**src/rtl/pkt_drop_wait_pkg.sv**
```systemverilog
// ============================================================================
// Module   : pkt_drop_wait_pkg
// Shared types, default widths and saturating-increment helper.
// Revision : 1.0
// ============================================================================
`default_nettype none

// Packet width normally comes from spio_hss_multiplexer_common.h.
`ifndef PKT_BITS
`define PKT_BITS 72
`endif

package pkt_drop_wait_pkg;

    localparam int unsigned PKT_W              = `PKT_BITS;
    localparam int unsigned DEF_DROP_WAIT_BITS = 16;
    localparam int unsigned DEF_DROP_CNT_BITS  = 32;

    typedef enum logic [0:0] {
        EMPTY = 1'b0,
        FULL  = 1'b1
    } head_st_e;

    function automatic logic [63:0] sat_inc(input logic [63:0] val, input logic [63:0] max);
        return (val >= max) ? max : val + 64'd1;
    endfunction

endpackage

`default_nettype wire

```
**src/rtl/pkt_skid_buf.sv**
```systemverilog
// ============================================================================
// Module   : pkt_skid_buf
// Two-entry skid buffer (head + skid) with registered ready and external pop.
// Revision : 1.0
// ============================================================================
`default_nettype none

module pkt_skid_buf
    import pkt_drop_wait_pkg::*;
#(
    parameter int unsigned WIDTH = PKT_W
) (
    input  logic             clk_tb,
    input  logic             reset_tb,
    input  logic [WIDTH-1:0] push_data_i,
    input  logic             push_vld_i,
    output logic             push_rdy_o,
    output logic [WIDTH-1:0] head_data_o,
    output logic             head_vld_o,
    input  logic             pop_i
);

    head_st_e         head_st_q, head_st_d;
    logic [WIDTH-1:0] head_q, head_d;
    logic [WIDTH-1:0] skid_q, skid_d;
    logic             skid_vld_q, skid_vld_d;
    logic             rdy_q;
    logic             w_push;

    // Ready high means the skid is empty, so an accepted word always has a home.
    assign w_push = push_vld_i & rdy_q;

    always_comb begin
        head_st_d  = head_st_q;
        head_d     = head_q;
        skid_d     = skid_q;
        skid_vld_d = skid_vld_q;
        if ((head_st_q == EMPTY) || pop_i) begin
            if (skid_vld_q) begin
                head_d     = skid_q;
                head_st_d  = FULL;
                skid_vld_d = 1'b0;
            end else if (w_push) begin
                head_d    = push_data_i;
                head_st_d = FULL;
            end else begin
                head_st_d = EMPTY;
            end
        end else if (w_push) begin
            skid_d     = push_data_i;
            skid_vld_d = 1'b1;
        end
    end

    always_ff @(posedge clk_tb or posedge reset_tb) begin
        if (reset_tb) begin
            head_st_q  <= EMPTY;
            head_q     <= '0;
            skid_q     <= '0;
            skid_vld_q <= 1'b0;
            rdy_q      <= 1'b0;
        end else begin
            head_st_q  <= head_st_d;
            head_q     <= head_d;
            skid_q     <= skid_d;
            skid_vld_q <= skid_vld_d;
            rdy_q      <= ~skid_vld_d;
        end
    end

    assign push_rdy_o  = rdy_q;
    assign head_data_o = head_q;
    assign head_vld_o  = (head_st_q == FULL);

endmodule

`default_nettype wire

```
**src/rtl/pkt_drop_wait.sv**
```systemverilog
// ============================================================================
// Module   : pkt_drop_wait
// Output stage forwarding packets; drops a head refused longer than a wait limit.
// Revision : 1.0
// ============================================================================
`default_nettype none

module pkt_drop_wait
    import pkt_drop_wait_pkg::*;
#(
    parameter int unsigned DROP_WAIT_BITS = DEF_DROP_WAIT_BITS,
    parameter int unsigned DROP_CNT_BITS  = DEF_DROP_CNT_BITS
) (
    input  logic                      clk_tb,
    input  logic                      reset_tb,
    input  logic [DROP_WAIT_BITS-1:0] drop_wait_in,
    input  logic                      drop_cnt_clr_in,
    input  logic [`PKT_BITS-1:0]      pkt_data_in,
    input  logic                      pkt_vld_in,
    output logic                      pkt_rdy_out,
    output logic [`PKT_BITS-1:0]      pkt_data_out,
    output logic                      pkt_vld_out,
    input  logic                      pkt_rdy_in,
    output logic [DROP_CNT_BITS-1:0]  drop_cnt_out,
    output logic                      drop_evt_out
);

    localparam logic [DROP_WAIT_BITS-1:0] WAIT_MAX = {DROP_WAIT_BITS{1'b1}};
    localparam logic [DROP_CNT_BITS-1:0]  CNT_MAX  = {DROP_CNT_BITS{1'b1}};

    logic [DROP_WAIT_BITS-1:0] wait_q, wait_d;
    logic [DROP_CNT_BITS-1:0]  cnt_q, cnt_d;
    logic                      evt_q;
    logic                      w_xfer, w_drop, w_wait_hit;

    pkt_skid_buf #(
        .WIDTH (`PKT_BITS)
    ) u_skid (
        .clk_tb      (clk_tb),
        .reset_tb    (reset_tb),
        .push_data_i (pkt_data_in),
        .push_vld_i  (pkt_vld_in),
        .push_rdy_o  (pkt_rdy_out),
        .head_data_o (pkt_data_out),
        .head_vld_o  (pkt_vld_out),
        .pop_i       (w_xfer | w_drop)
    );

    // A saturated counter also times out, so lowering the limit mid-wait cannot strand the head.
    assign w_wait_hit = (drop_wait_in != '0) &&
                        ((wait_q == drop_wait_in - DROP_WAIT_BITS'(1)) || (wait_q == WAIT_MAX));
    assign w_xfer     = pkt_vld_out & pkt_rdy_in;
    assign w_drop     = pkt_vld_out & ~pkt_rdy_in & w_wait_hit;

    always_comb begin
        wait_d = wait_q;
        if (!pkt_vld_out || w_xfer || w_drop) begin
            wait_d = '0;
        end else if (wait_q != WAIT_MAX) begin
            wait_d = wait_q + DROP_WAIT_BITS'(1);
        end
    end

    always_comb begin
        cnt_d = cnt_q;
        if (drop_cnt_clr_in) begin
            cnt_d = w_drop ? DROP_CNT_BITS'(1) : '0;
        end else if (w_drop) begin
            cnt_d = DROP_CNT_BITS'(sat_inc(64'(cnt_q), 64'(CNT_MAX)));
        end
    end

    always_ff @(posedge clk_tb or posedge reset_tb) begin
        if (reset_tb) begin
            wait_q <= '0;
            cnt_q  <= '0;
            evt_q  <= 1'b0;
        end else begin
            wait_q <= wait_d;
            cnt_q  <= cnt_d;
            evt_q  <= w_drop;
        end
    end

    assign drop_cnt_out = cnt_q;
    assign drop_evt_out = evt_q;

endmodule

`default_nettype wire
```
**config.mk**
```make
export PLATFORM = sky130hd
export DESIGN_NAME = pkt_drop_wait
export DESIGN_NICKNAME = d
export VERILOG_FILES = /design/src/rtl/pkt_drop_wait_pkg.sv /design/src/rtl/pkt_skid_buf.sv /design/src/rtl/pkt_drop_wait.sv
export SDC_FILE = /design/constraint.sdc
export NUM_CORES = 1
export LEC_CHECK = 0
export ABC_AREA = 0
export CORE_ASPECT_RATIO = 1.75
export CORE_MARGIN = 2
export CORE_UTILIZATION = 52
export DETAILED_ROUTE_END_ITERATION = 16
export PLACE_DENSITY = 0.8
export SLEW_MARGIN = 5
export SYNTH_ARGS = -nofsm -noshare
export SYNTH_HDL_FRONTEND = slang
export SYNTH_SLANG_ARGS = --single-unit
```
**constraint.sdc**
```tcl
create_clock -name clk_tb -period 8.8 [get_ports clk_tb]
set_clock_uncertainty 0.1 [all_clocks]
set_input_delay 1.76 -clock clk_tb [delete_from_list [all_inputs] [get_ports clk_tb]]
set_output_delay 1.76 -clock clk_tb [all_outputs]
set_load 0.005 [all_outputs]
```
==> metrics.md <==
| Metric | Value |
|---|---|
| Status | `finished clean` |
| Synth Area in Compound Gates | `6.84%` |
| Grt met1 use | `between 20% and 30%` |
| Layout Nets | `1070` |
| Dpl hpwl | `15900 um` |
| Post-synthesis mux area share | `a little over a quarter` |
| Dpl cells | `1195` |
| Type of origin of the critical path | `input pin` |
| Initial antenna violation count | `1` |
| Worst path slowest cell | `a2111oi_0` |
| Placer Congestion | `0.878` |
| Mapped Nets | `888` |
| Final min period | `6.21 ns` |
| Final Instance Area | `between 10000 and 15000 um^2` |
| Area Overhead vs Synth | `26.4%` |
| Adder-cell share of the synthesized area | `less than 1%` |
| # IOs | `200` |
| Drt drc | `0` |
| Hold Fails Final Rpt | `0` |
| Tcrit/Tclk final | `~70%` |
| CTS tree | `built` |
| Mean post-synth cell area | `12.6 um^2` |
| Core Footprint | `19000 um^2` |
| Number of synthesized flops with an enable pin | `0` |
| Met2 GRT Util | `40.8%` |
| Endpoint type of the worst setup path | `flop` |
| Fin Setup TNS | `0 ns` |
| Max IR drop VDD | `approximately 0.16 mV` |
| Commonest non-fill, non-tap cell in the layout | `clkdlybuf4s50_1` |
| Post-Layout Cell Count | `1228` |
| Worst Tran Pin Value | `1.31 ns` |
| Pwr/cell area | `216 nW/um^2` |
| Hold/Removal Path Class | `reg -> reg` |
| Largest family of logic cells by synthesized area | `multiplexers` |
| I/O Buffers | `199` |
| Vias | `6942` |
| Final hold slack | `about 0.39 ns` |
| Ys async rst share | `100%` |
| Die X | `109 um` |
| Postcts setup bufs | `0` |
| Area post-placement | `12100 um^2` |
| Sequential fraction of the synthesis area | `49.0%` |
| Largest net degree at the start of global routing | `~120` |
| CTS clk-pin slew, worst paths | `0.07 ns` |
| Critical Path Most Common Cell | `a41oi_1` |
| H-tree Lvls | `4` |
| Top Usage Layer GRT | `met2` |
| RSZ-0062 raised after global routing | `false` |
| Worst EP arrival | `6.45 ns` |
| Yosys cell types | `59` |
| Mapped cell area | `approximately 10000 um^2` |
| Post-route ant nets | `0` |
| Die area | `20400 um^2` |
| Final setup viols | `0` |
| Num CTS Buffers | `17` |
| # clock sinks | `196` |
| Worst skew pair latency | `between 0.4 and 0.5 ns` |
| Synth warn | `0` |
| Iter 0 DRT Violations | `350` |
| Mapped Cells | `791` |
| Synthesized flop and latch total | `196` |
| Post-DR wirelength/cell | `~19 um` |
| Max FO, Critical Path | `41` |
| Post-Synth XOR/XNOR Area | `2.54%` |
| Crit path required time | `9.04 ns` |
| Vias per inst | `5.65` |
| Buffers & Inverters on Critical Path | `3` |
| Ys flop type | `dfrtp_1` |
| Layout fillers | `roughly 1400` |
| Row count | `67` |
| Worst Setup Path Type | `in -> reg` |
| Max incr delay on CP | `1.10 ns` |
| Final wirelength | `around 23000 um` |
| Hold bufs inserted after CTS | `0` |
| CP cell instances | `clkdlybuf4s50_1 -> inv_1 -> ha_1 -> o21ba_2 -> a221oi_1 -> a41oi_1 -> a2111oi_0 -> a41oi_2 -> inv_2 -> a41oi_1 -> a211oi_1` |
| Die Span Y | `187 um` |
| Vias in the first global route | `around 7000` |
| Max Root-Sink Buffers | `2` |
| Max Cap Viol | `0` |
| First-pass GRT wire length | `37000 um` |
| F_max | `about 160 MHz` |
| Total design power | `2.73 mW` |
| Clock Tree Root | `clkbuf_16` |
| DR pass1 iterations | `4` |
| Leakage | `between 5 and 6 nW` |
| Post-CTS sizing | `0` |
| Initial Util | `approximately 53%` |
| Met3 Usage GRT | `under 10%` |
| Slew headroom | `between 10% and 20%` |
| GRT Total Usage | `23.2%` |
| Most frequent cells in the layout | `199 x clkdlybuf4s50_1, 195 x dfrtp_1, 138 x mux2_2, 70 x mux2_4, 51 x nor2_1` |
| Fin. max-slew vios | `0` |
| Synth Area in Simple Gates | `around 10%` |
| Top Family by Delay on Critical Path | `compound AO/OA/AOI/OAI gates` |
| Proportion of layout cells with a drive suffix above 1 | `roughly 28%` |
| Gr ovfl total | `0` |
[final cells by class]
cell class / instances / area (um^2) / area share, %
Antenna cell: 1 / 2.50 / 0.0198
Clock buffer: 20 / 447 / 3.53
Clock inverter: 12 / 130 / 1.03
Inverter: 12 / 52.6 / 0.416
Multi-Input combinational cell: 538 / 4740 / 37.5
Sequential cell: 196 / 4910 / 38.8
Tap cell: 241 / 302 / 2.39
Timing Repair Buffer: 208 / 2060 / 16.3
[routing by layer]
layer	up-vias	part of all wire, %
li1	3248	-
met3	34	4.1
met2	185	54
met4	0	2.6
met1	3475	40
met5	-	0
[power by group]
| group | switching, mW | total, mW | internal (mW) |
|---|---|---|---|
| sequential | 0.116 | 1.22 | 1.11 |
| combinational | 0.231 | 0.734 | 0.503 |
| clock | 0.347 | 0.774 | 0.427 |
| total | 0.694 | 2.73 | 2.04 |
[cell usage after synthesis (2+ instances only)]
master	count	share of area (%)
inv_1	11	0.41
mux2_2	138	16
a21o_1	2	0.15
a31o_2	2	0.18
clkbuf_1	22	0.83
o211ai_1	2	0.15
a21oi_1	13	0.65
and4_1	9	0.79
dfrtp_1	196	49
nor2_1	51	1.9
xnor2_1	11	0.96
mux2_4	70	11
a311oi_1	2	0.18
a22oi_1	2	0.15
nand2b_1	4	0.25
a221oi_1	2	0.18
nor3_1	15	0.75
nor2b_1	5	0.31
buf_2	14	0.70
nor3b_1	3	0.23
o21ai_0	15	0.75
ha_1	4	0.50
o31a_1	2	0.18
xor2_1	18	1.6
mux2i_1	3	0.30
a41o_1	3	0.30
mux2_1	8	0.90
a31oi_1	7	0.44
nor4_1	8	0.50
or3_1	7	0.44
or4_1	4	0.30
nand3_1	21	1.1
and2_1	4	0.25
or2_2	12	0.75
buf_12	8	1.6
and3_1	9	0.56
a41oi_1	7	0.61
nand2_1	27	1.0
nand4_1	8	0.50
a211oi_1	23	1.7
[worst paths after layout]
path                            cells after the start  slack [ns]                 to               from
min in group asynchronous                           2        1.78         wait_q[13]           reset_tb
worst min register to register                      1        0.39  u_skid.skid_q[26]  u_skid.skid_q[26]
max in group asynchronous                           3        5.20  u_skid.skid_vld_q           reset_tb
worst max register to register                      8        4.41   drop_cnt_out[24]          wait_q[2]
worst max-delay path                               11        2.59   drop_cnt_out[24]    drop_wait_in[0]
worst min-delay path                                1        0.39  u_skid.skid_q[26]  u_skid.skid_q[26]
[flip-flops by register name (all words and copies together) (netlist names)]
signal	count
u_skid.skid_q	72
u_skid.push_rdy_o	1
u_skid.skid_vld_q	1
drop_evt_out	1
wait_q	16
u_skid.head_data_o	72
drop_cnt_out	32
u_skid.head_vld_o	1
[worst register-to-register path: stages (launching register included)]
cell and delay (ns):
dfrtp_1 0.46, o21ba_2 0.22, a221oi_1 0.29, a41oi_1 0.07, a2111oi_0 1.10, a41oi_2 0.79
inv_2 0.78, a41oi_1 0.25, a211oi_1 0.25
[metrics by stage]
step                      worst slack [ns]  util (%)
after floorplan                       1.60         -
after global placement                2.31      63.4
after detailed placement              2.14      63.4
after CTS                             2.61      66.4
after global routing                  2.24      66.4
final                                 2.59      66.4
[logic make-up (layout without fill, tap and decap cells)]
kind of cell,Yosys count,after routing
xor+xnor,29,29
mux,219,219
other cells,0,1
buf+inv,57,252
fa+ha+maj,4,4
simple gates,192,192
flops,196,196
compound gates,94,94
(Power assumes the default switching activity.)
==> patch: new RTL, config.mk and constraints unchanged <==
`PKT_BITS`: 72 -> 108.
--- a/src/rtl/pkt_drop_wait_pkg.sv
+++ b/src/rtl/pkt_drop_wait_pkg.sv
@@ -7,7 +7,7 @@
 
 // Packet width normally comes from spio_hss_multiplexer_common.h.
 `ifndef PKT_BITS
-`define PKT_BITS 72
+`define PKT_BITS 108
 `endif
 
 package pkt_drop_wait_pkg;
Ports: changed (resized pkt_data_in and pkt_data_out); port bits go from 200 to 272. The function was not compared with the original's and may differ.
==> patch against the unedited design <==
  * Power is 36% higher
  * Worst setup slack better by 0.23 ns
  * Count of clock-buffer cells in the layout is 16 higher
  * Sequential cell count is 72 higher
  * Cell area is 29% higher
  * Routed wire length is 47% higher
  * Synthesized area is 26% higher
  * Non-clock buffer count is 74 higher
  * Worst hold slack better by 0.0025 ns
  * Critical endpoint is now u_skid.skid_q[37]
==> patch: results (changes against the unedited design) <==
* Worst r2r path cells at 9 (+1)
* Worst vdd ir at 0.000193 V (+18%)
* Crit path DAT at 6.28 ns (-0.17 ns)
* Drt via density at 5.98 (+5.9%)
* First-pass GRT wire length at 54400 um (+47%)
* DP HPWL at 22800 um (+43%)
* R2R Setup Slk at 4.76 ns (+0.35 ns)
* Hold Path End: u_skid.skid_q[7]
* Commonest cells post-synth: 268 x dfrtp_1, 234 x a21oi_1, 113 x mux2i_1
* Largest net degree at the start of global routing at 168 (+39%)
* Status: completed
* Synth cell types at 61 (+3.4%)
* Slew @ Worst Pin at 1.08 ns (-0.228 ns)
* RePlAce Congestion at 0.859 (-2.2%)
* H-tree Lvls at 1 (-3)
* Starting DRC count in detailed routing at 801 (+130%)
* Global routing usage on met1 at 31.4% (+4.0 points)
* Critical Path End: u_skid.skid_q[37]
* Metal3 WL at 1680 um (+76%)
* Placed cell areas at 0.0154 mm2 (+28%)
* CTS Buf Count at 24 (+7)
* Layout cells sized above 1 at 11.7% (-16 points)
* Metal2 WL at 18600 um (+48%)
* Placed cells at 1624 (+36%)
* Worst-path fanout max at 46 (+12%)
* Hold Slack at 0.393 ns (+0.00251 ns)
* PortBufs at 271 (+36%)
* Power Total at 3.71 mW (+36%)
* # fillers at 1802 (+25%)
* Clk pwr share at 30.3% (+2.0 points)
* Post-Layout Cell Count at 1673 (+36%)
## patch: changes by cell type after synthesis, moves of 24 or more
cell	delta
clkbuf_1	+24
dfrtp_1	+72
mux2_2	-50
mux2i_1	+110
mux2_4	-70
a21oi_1	+221
## patch: kinds of logic after synthesis
logic type               synth area share [%]
multiplexers                             18.7
XOR/XNOR                                 2.02
AND/OR/NAND/NOR                          8.14
AO/OA/AOI/OAI                            14.0
buffers and inverters                    3.35
adder cells (fa/ha/maj)                 0.398
flip-flops                               53.4
## patch: layout make-up
| cell class | instances | area [um2] | share of cell area [%] |
|---|---|---|---|
| inverter | 13 | 52.6 | 0.322 |
| clock inverter | 8 | 129 | 0.791 |
| antenna | 5 | 12.5 | 0.0768 |
| multi-input combinational | 753 | 5470 | 33.5 |
| tap | 308 | 385 | 2.36 |
| clock buffer | 36 | 736 | 4.51 |
| timing repair buffer | 282 | 2810 | 17.2 |
| sequential | 268 | 6710 | 41.2 |
